$ cat config.mk
export PLATFORM = sky130hd
export DESIGN_NAME = call_stack_flat
export DESIGN_NICKNAME = d
export VERILOG_FILES = /design/src/rtl/call_stack_if.sv /design/src/rtl/call_stack.sv /design/src/flat_wrapper.sv
export SDC_FILE = /design/constraint.sdc
export NUM_CORES = 1
export LEC_CHECK = 0
export ABC_AREA = 1
export BUFFER_PORTS_ARGS = -buffer_cell sky130_fd_sc_hd__buf_2
export CAP_MARGIN = 10
export CORE_MARGIN = 3
export CORE_UTILIZATION = 50
export CTS_CLUSTER_DIAMETER = 30
export DETAILED_ROUTE_END_ITERATION = 12
export GPL_TIMING_DRIVEN = 0
export PLACE_DENSITY_LB_ADDON = 0.25
export RECOVER_POWER = 100
export SKIP_LAST_GASP = 1
export SLEW_MARGIN = 20
export SYNTH_ARGS = -nofsm -noshare
export SYNTH_HDL_FRONTEND = slang
export SYNTH_SLANG_ARGS = --single-unit
$ cat constraint.sdc
create_clock -name clk -period 2.9 [get_ports clk]
set_clock_uncertainty 0.05 [all_clocks]
set_input_delay 0.58 -clock clk [delete_from_list [all_inputs] [get_ports clk]]
set_output_delay 0.58 -clock clk [all_outputs]
set_load 0.02 [all_outputs]
$ cat src/rtl/call_stack_if.sv
// Bundled request/status signals of the 16-deep, 8-bit return-address stack.
// The master side drives requests; the slave side (the stack) drives status and top-of-stack.
interface call_stack_if;
    logic       Push;
    logic       Pop;
    logic       Clear;
    logic [7:0] Value;
    logic       Disable;
    logic [7:0] Output;
    logic [4:0] Count;
    logic       Empty;
    logic       Full;
    logic       Error;

    modport master (
        output Push, Pop, Clear, Value, Disable,
        input  Output, Count, Empty, Full, Error
    );

    modport slave (
        input  Push, Pop, Clear, Value, Disable,
        output Output, Count, Empty, Full, Error
    );
endinterface

$ cat src/rtl/call_stack.sv
// 16 x 8-bit hardware call stack with a sticky overflow/underflow flag.
// Status and top-of-stack are decoded combinationally from the registered pointer and storage.
module call_stack #(
    parameter int UUID = 0,
    parameter     NAME = ""
) (
    input logic        clk,
    input logic        rst,
    call_stack_if.slave bus
);

    localparam logic [4:0] DEPTH     = 5'd16;
    localparam logic [7:0] ID_BYTE   = 8'(UUID);
    localparam int         NAME_BITS = $bits(NAME);

    logic [7:0] mem_r [16];
    logic [4:0] sp_r;
    logic       error_r;

    logic [4:0] sp_nxt_s;
    logic       error_nxt_s;
    logic       wr_en_s;
    logic [3:0] wr_addr_s;
    logic [4:0] sp_m1_s;
    logic [3:0] top_idx_s;
    logic       empty_s;
    logic       full_s;
    logic [7:0] top_data_s;
    logic       unused_cfg_s;

    assign unused_cfg_s = ^{ID_BYTE, NAME_BITS[0]};

    // Status decode; a pointer at or beyond DEPTH is treated as full so it can never advance further.
    always_comb begin
        sp_m1_s   = sp_r - 5'd1;
        top_idx_s = sp_m1_s[3:0];
        empty_s   = (sp_r == 5'd0);
        full_s    = (sp_r >= DEPTH);
        if (empty_s) begin
            top_data_s = 8'h00;
        end else begin
            top_data_s = mem_r[top_idx_s];
        end
    end

    // Next-state selection: Clear dominates, then the Push/Pop combination.
    always_comb begin
        sp_nxt_s    = sp_r;
        error_nxt_s = error_r;
        wr_en_s     = 1'b0;
        wr_addr_s   = 4'd0;
        if (bus.Clear) begin
            sp_nxt_s    = 5'd0;
            error_nxt_s = 1'b0;
        end else begin
            case ({bus.Push, bus.Pop})
                2'b10: begin
                    if (full_s) begin
                        error_nxt_s = 1'b1;
                    end else begin
                        wr_en_s   = 1'b1;
                        wr_addr_s = sp_r[3:0];
                        sp_nxt_s  = sp_r + 5'd1;
                    end
                end
                2'b01: begin
                    if (empty_s) begin
                        error_nxt_s = 1'b1;
                    end else begin
                        sp_nxt_s = sp_m1_s;
                    end
                end
                2'b11: begin
                    // Replace-top leaves the pointer alone, so it is legal even when full.
                    if (empty_s) begin
                        error_nxt_s = 1'b1;
                    end else begin
                        wr_en_s   = 1'b1;
                        wr_addr_s = top_idx_s;
                    end
                end
                default: begin
                    sp_nxt_s    = sp_r;
                    error_nxt_s = error_r;
                end
            endcase
        end
    end

    // Pointer and sticky error flag.
    always_ff @(posedge clk or negedge rst) begin
        if (!rst) begin
            sp_r    <= 5'd0;
            error_r <= 1'b0;
        end else begin
            sp_r    <= sp_nxt_s;
            error_r <= error_nxt_s;
        end
    end

    // Entry storage; no reset needed because Empty gates the output, but writes are blocked while in reset.
    always_ff @(posedge clk) begin
        if (rst && wr_en_s) begin
            mem_r[wr_addr_s] <= bus.Value;
        end
    end

    // Output gating and status drive.
    always_comb begin
        if (bus.Disable) begin
            bus.Output = 8'h00;
        end else begin
            bus.Output = top_data_s;
        end
        bus.Count = sp_r;
        bus.Empty = empty_s;
        bus.Full  = full_s;
        bus.Error = error_r;
    end

endmodule

$ cat src/flat_wrapper.sv
// flat-port wrapper written by rule: the top's interface ports become plain ports
module call_stack_flat 
#(
    parameter int UUID = 0,
    parameter     NAME = ""
)
  (clk, rst, bus_Push, bus_Pop, bus_Clear, bus_Value, bus_Disable, bus_Output, bus_Count, bus_Empty, bus_Full, bus_Error);
  call_stack_if bus_i ();
  input logic clk;
  input logic rst;
  input wire logic [$bits(bus_i.Push)-1:0] bus_Push;
  input wire logic [$bits(bus_i.Pop)-1:0] bus_Pop;
  input wire logic [$bits(bus_i.Clear)-1:0] bus_Clear;
  input wire logic [$bits(bus_i.Value)-1:0] bus_Value;
  input wire logic [$bits(bus_i.Disable)-1:0] bus_Disable;
  output wire logic [$bits(bus_i.Output)-1:0] bus_Output;
  output wire logic [$bits(bus_i.Count)-1:0] bus_Count;
  output wire logic [$bits(bus_i.Empty)-1:0] bus_Empty;
  output wire logic [$bits(bus_i.Full)-1:0] bus_Full;
  output wire logic [$bits(bus_i.Error)-1:0] bus_Error;
  assign bus_i.Push = bus_Push;
  assign bus_i.Pop = bus_Pop;
  assign bus_i.Clear = bus_Clear;
  assign bus_i.Value = bus_Value;
  assign bus_i.Disable = bus_Disable;
  assign bus_Output = bus_i.Output;
  assign bus_Count = bus_i.Count;
  assign bus_Empty = bus_i.Empty;
  assign bus_Full = bus_i.Full;
  assign bus_Error = bus_i.Error;
  call_stack #(.UUID(UUID), .NAME(NAME)) u_core (.clk(clk), .rst(rst), .bus(bus_i));
endmodule
Word level (Yosys, flattened, before mapping)
Memories as Yosys holds them, arrays and structs flattened.
Index checks and enable logic that the tools add are counted.
{"block": "word_totals", "reg_bits": 6, "latch_bits": 0, "mem_bits_rw": 128, "mem_bits_ro": 0, "elab_cells": 40, "memories": 1}
{"block": "op_classes", "addsub": 2, "mul": 0, "div": 0, "n_lt_le_gt_ge": 1, "n_eq_ne": 7, "shift": 0, "mux": 20, "n_bitwise": 0, "reduce_logical": 7}
{"name": "u_core.mem_r", "depth": 16, "width": 8, "rd": 1, "rd_ports_with_merged_regs": 0, "wr": 1, "line": "call_stack.sv:16", "text": "logic [7:0] mem_r [16];"}
{"op": "2-to-1 mux 8 bit", "n": 2}
{"op": "2-to-1 mux 5 bit", "n": 3}
{"op": "2-to-1 mux 4 bit", "n": 3}
{"op": "one-hot mux 5 bit (2 select lines)", "n": 1}
{"op": "inequality test 3 bit, second input constant", "n": 3}
{"op": "2-to-1 mux 1 bit", "n": 8}
{"op": "one-hot mux 4 bit (2 select lines)", "n": 1}
{"op": "AND reduction 3 bit", "n": 2}
{"op": "nonzero test 3 bit", "n": 2}
{"op": "adder 5 x 1 -> 5 bit, second input constant", "n": 1}
{"op": ">= comparator 5 bit, second input constant", "n": 1}
{"op": "zero test 5 bit", "n": 1}
{"op": "subtractor 5 x 1 -> 5 bit, second input constant", "n": 1}
{"op": "equality test 2 bit, second input constant", "n": 2}
{"op": "one-hot mux 1 bit (2 select lines)", "n": 2}
{"op": "inequality test 3 x 1 -> 1 bit, second input constant", "n": 1}
{"op": "equality test 2 x 1 -> 1 bit, second input constant", "n": 1}
{"op": "OR reduction 2 bit", "n": 1}
{"op": "logical AND 1 bit", "n": 1}

Logic depth before layout (Yosys ltp)
{"block": "logic_depth", "word_depth": 7, "mapped_depth": 13, "depth_no_buf": 10}

Worst setup path after synthesis
Ideal clock, no wire load.
{"block": "synth_timing", "path_type": "flip-flop to output port", "from": "register u_core.sp_r[0], in the netlist u_core.bus.Count[0]", "to": "output port bus_Output[5]", "arrival_time_ps": 2163, "required_time_ps": 2270, "path_slack_ps": 107, "path_stages_with_launch": 12, "cell_sequence": "dfrtp_1 > inv_2 > buf_4 > buf_2 > ha_1 > buf_2 > inv_1 > buf_2 > a21oi_1 > a21oi_1 > a21oi_1 > nor2_1"}
{"block": "synth_between", "elab_chain_cells": 4}
{"item": "start, declared", "line": "call_stack.sv:17", "text": "logic [4:0] sp_r;"}
{"item": "start signal, assigned", "line": "call_stack.sv:96", "text": "sp_r <= sp_nxt_s;"}
{"item": "subtractor 5 x 1 -> 5 bit", "line": "call_stack.sv:35", "text": "sp_m1_s = sp_r - 5'd1;"}
{"item": "memory read (16 x 8 bit)"}
{"item": "2-to-1 mux 8 bit *", "line": "call_stack.sv:39", "text": "if (empty_s) begin"}
{"item": "2-to-1 mux 8 bit *", "line": "call_stack.sv:110", "text": "if (bus.Disable) begin"}
{"item": "end, declared", "line": "flat_wrapper.sv:16", "text": "output wire logic [$bits(bus_i.Output)-1:0] bus_Output;"}
Every way passes the cells marked *; elsewhere a longest branch is shown, timed or not.

Worst setup path in the final report
{"block": "layout_timing", "from": "register u_core.sp_r[0], in the netlist u_core.bus.Count[0]", "to": "output port bus_Output[4]"}
The elaborated chain is that of the path after synthesis.

==> impl_metrics.env <==
export IMPL_h_tree_depth=4
export IMPL_drt_wl_total_mm=14.2
export IMPL_cp_arrival_ns=2.17
export IMPL_max_freq_mhz=357
export IMPL_die_area_um2=13100
export IMPL_rows=38
export IMPL_final_hold_violation_count=0
export IMPL_synth_fp_nets=543
export IMPL_cts_clk_slew_worst_paths_ns=0.06
export IMPL_drive_above_1_share_pct=22.3
export IMPL_io_buffers=29
export IMPL_synth_avg_cell_area_um2=11.1
export IMPL_cts_tree="done"
export IMPL_hold_path_cell_count=2
export IMPL_num_vias=4160
export IMPL_cellLeakagePower_nw=2.64
export IMPL_ys_ff_latch=134
export IMPL_worst_ir_drop_vdd_uv=563
export IMPL_grt_max_degree=17
export IMPL_layout_common_cells="nand2_1, edfxtp_1, nand3_1"
export IMPL_finalSetupViolCount=0
export IMPL_synth_distinct_cells=30
export IMPL_syn_inst=527
export IMPL_status="finished clean"
export IMPL_dp_final_hpwl_mm=9.09
export IMPL_grt_pass1_wl_mm=22.1
export IMPL_mappedNetlistArea_um2=5870
export IMPL_post_route_period_util_pct=96.7
export IMPL_nets=601
export IMPL_cap_violations=0
export IMPL_cts_made_buffers=17
export IMPL_cts_root_buf="clkbuf_16"
export IMPL_dr_max_layer_used="met4"
export IMPL_drv_slew=0
export IMPL_gp_congestion=0.905
export IMPL_wirelength_met1_mm=5.88
export IMPL_core_um2=11200
export IMPL_area_delta_synth_final_pct=19.6
export IMPL_die_x_um=114
export IMPL_ys_warnings_count=0
export IMPL_final_common_cell="nand2_1"
export IMPL_worstSetupEndpointType="output pin"
export IMPL_drt_first_iter_violations=470
export IMPL_powerDensity_nw_per_um2=869
export IMPL_fp_dieH_um=114
export IMPL_grt_overflow_total=0
export IMPL_clk_path_buf_depth=2
export IMPL_hp_class="in -> reg"
export IMPL_tightest_slew_ns=0.908
export IMPL_wl_met3_mm=1.05
export IMPL_routedWlPerCell_um=19.3
export IMPL_drc_errors=0
export IMPL_diodes=0
export IMPL_clock_latency_ns=0.42
export IMPL_critPathKind="reg -> out"
export IMPL_worstPathMaxFanout=10
export IMPL_crit_required_ns=2.27
export IMPL_post_route_min_period_ns=2.80
export IMPL_track_usage_pct=23.0
export IMPL_grt_setup_unrepaired="false"
export IMPL_seq_area_frac_synth_pct=68.0
export IMPL_antenna_found_initial=0
export IMPL_io_pins=30
export IMPL_final_util_pct=62.8
export IMPL_clock_sinks=134
export IMPL_drtPass1Iterations=5
export IMPL_via_per_inst=5.64
export IMPL_ant_nets=0
export IMPL_initial_core_util_pct=52.5
export IMPL_finalSetupTns_ns=0
export IMPL_grt_pass1_vias=3997
export IMPL_ff2ff_path_depth=11
export IMPL_start_kind="register"
export IMPL_relSlewSlack_pct=39.5
export IMPL_wl_met2_mm=6.96
[logic make-up after synthesis]
family,synth area share [%]
XOR/XNOR,0.149
AND/OR/NAND/NOR,23.6
buffers and inverters,4.37
adder cells (fa/ha/maj),0.426
AO/OA/AOI/OAI,3.43
flip-flops,68.0
[routing by layer]
layer	vias to the layer above	GRT usage [%]
li1	1948	-
met1	2008	31.3
met2	183	36.5
met3	21	4.28
met4	0	10.2
met5	-	0
[where the power goes]
group	leakage (nW)	total (W)	switching, W	internal, W
clock network	0.244	0.00187	0.000723	0.00115
logic	1.16	0.00205	0.00128	0.000775
registers	1.23	0.00217	0.0000234	0.00215
total	2.64	0.00610	0.00202	0.00407
[worst paths after layout]
path	from	endpoint	slack (ns)
max	u_core.bus.Count[0]	bus_Output[4]	0.1
min	bus_Clear	u_core.bus.Error	0.28
max reg2reg	u_core.bus.Count[0]	u_core.mem_r[9][1]	0.24
min reg2reg	u_core.bus.Error	u_core.bus.Error	0.49
max in group asynchronous	rst	u_core.bus.Count[0]	1.95
min in group asynchronous	rst	u_core.bus.Count[2]	0.55
[state kept, by name, indices dropped and copies added, names as in the netlist]
register	flops
u_core.mem_r	128
u_core.bus.Error	1
u_core.bus.Count	5
[what timing repair did]
action                                  CTS  global route
hold buffers                              1             0
resized for setup                        55            41
endpoints found under the hold margin     6             0
pin swaps                                 8             7
endpoints found under the setup margin  112             8
buffers inserted                          5             3
cloned                                    2             1
[through the flow]
stage | total power [W] | instances | hold slack [ns] | cell area, µm² | worst slack [ns]
after detailed placement | 0.00376 | 696 | 0.375 | 6190 | -0.282
after global placement | 0.00374 | 696 | 0.368 | 6190 | -0.279
final | 0.00610 | 737 | 0.275 | 7020 | 0.0951
after floorplan | 0.00328 | 527 | 0.234 | 5870 | 0.107
after CTS | 0.00593 | 734 | 0.265 | 6940 | -0.000312
after global routing | 0.00636 | 737 | 0.272 | 7020 | 0.0196
[final cells by class]
class | instances | area [µm²]
fillers | 878 | 4160
plain buffers | 26 | 225
repair buffers | 41 | 274
well taps | 140 | 175
clock inverters | 9 | 61.3
flip-flops and latches | 134 | 4000
clock buffers | 22 | 444
multi-input cells | 342 | 1740
inverters | 23 | 104
[critical path: stages, from the launching register on]
cell,delay (ns)
dfrtp_2,0.40
clkinv_4,0.07
buf_8,0.12
ha_4,0.31
inv_4,0.07
buf_6,0.14
nand3_1,0.08
nand3_1,0.09
nand3_1,0.12
nand2_2,0.08
nor2_2,0.12
buf_4,0.15
[Yosys cell counts, drive strengths merged]
| cell | n | area [µm²] |
|---|---|---|
| a21oi | 26 | 130 |
| a31oi | 1 | 6.26 |
| buf | 25 | 156 |
| clkbuf | 3 | 11.3 |
| dfrtp | 6 | 150 |
| edfxtp | 128 | 3840 |
| ha | 2 | 25.0 |
| inv | 23 | 88.8 |
| nand2 | 167 | 664 |
| nand3 | 101 | 558 |
| nand4 | 1 | 12.5 |
| nor2 | 30 | 133 |
| nor3 | 2 | 10.0 |
| o21ai | 6 | 33.8 |
| o22ai | 4 | 31.3 |
| or2 | 1 | 6.26 |
| xor2 | 1 | 8.76 |
(Power assumes the default switching activity.)
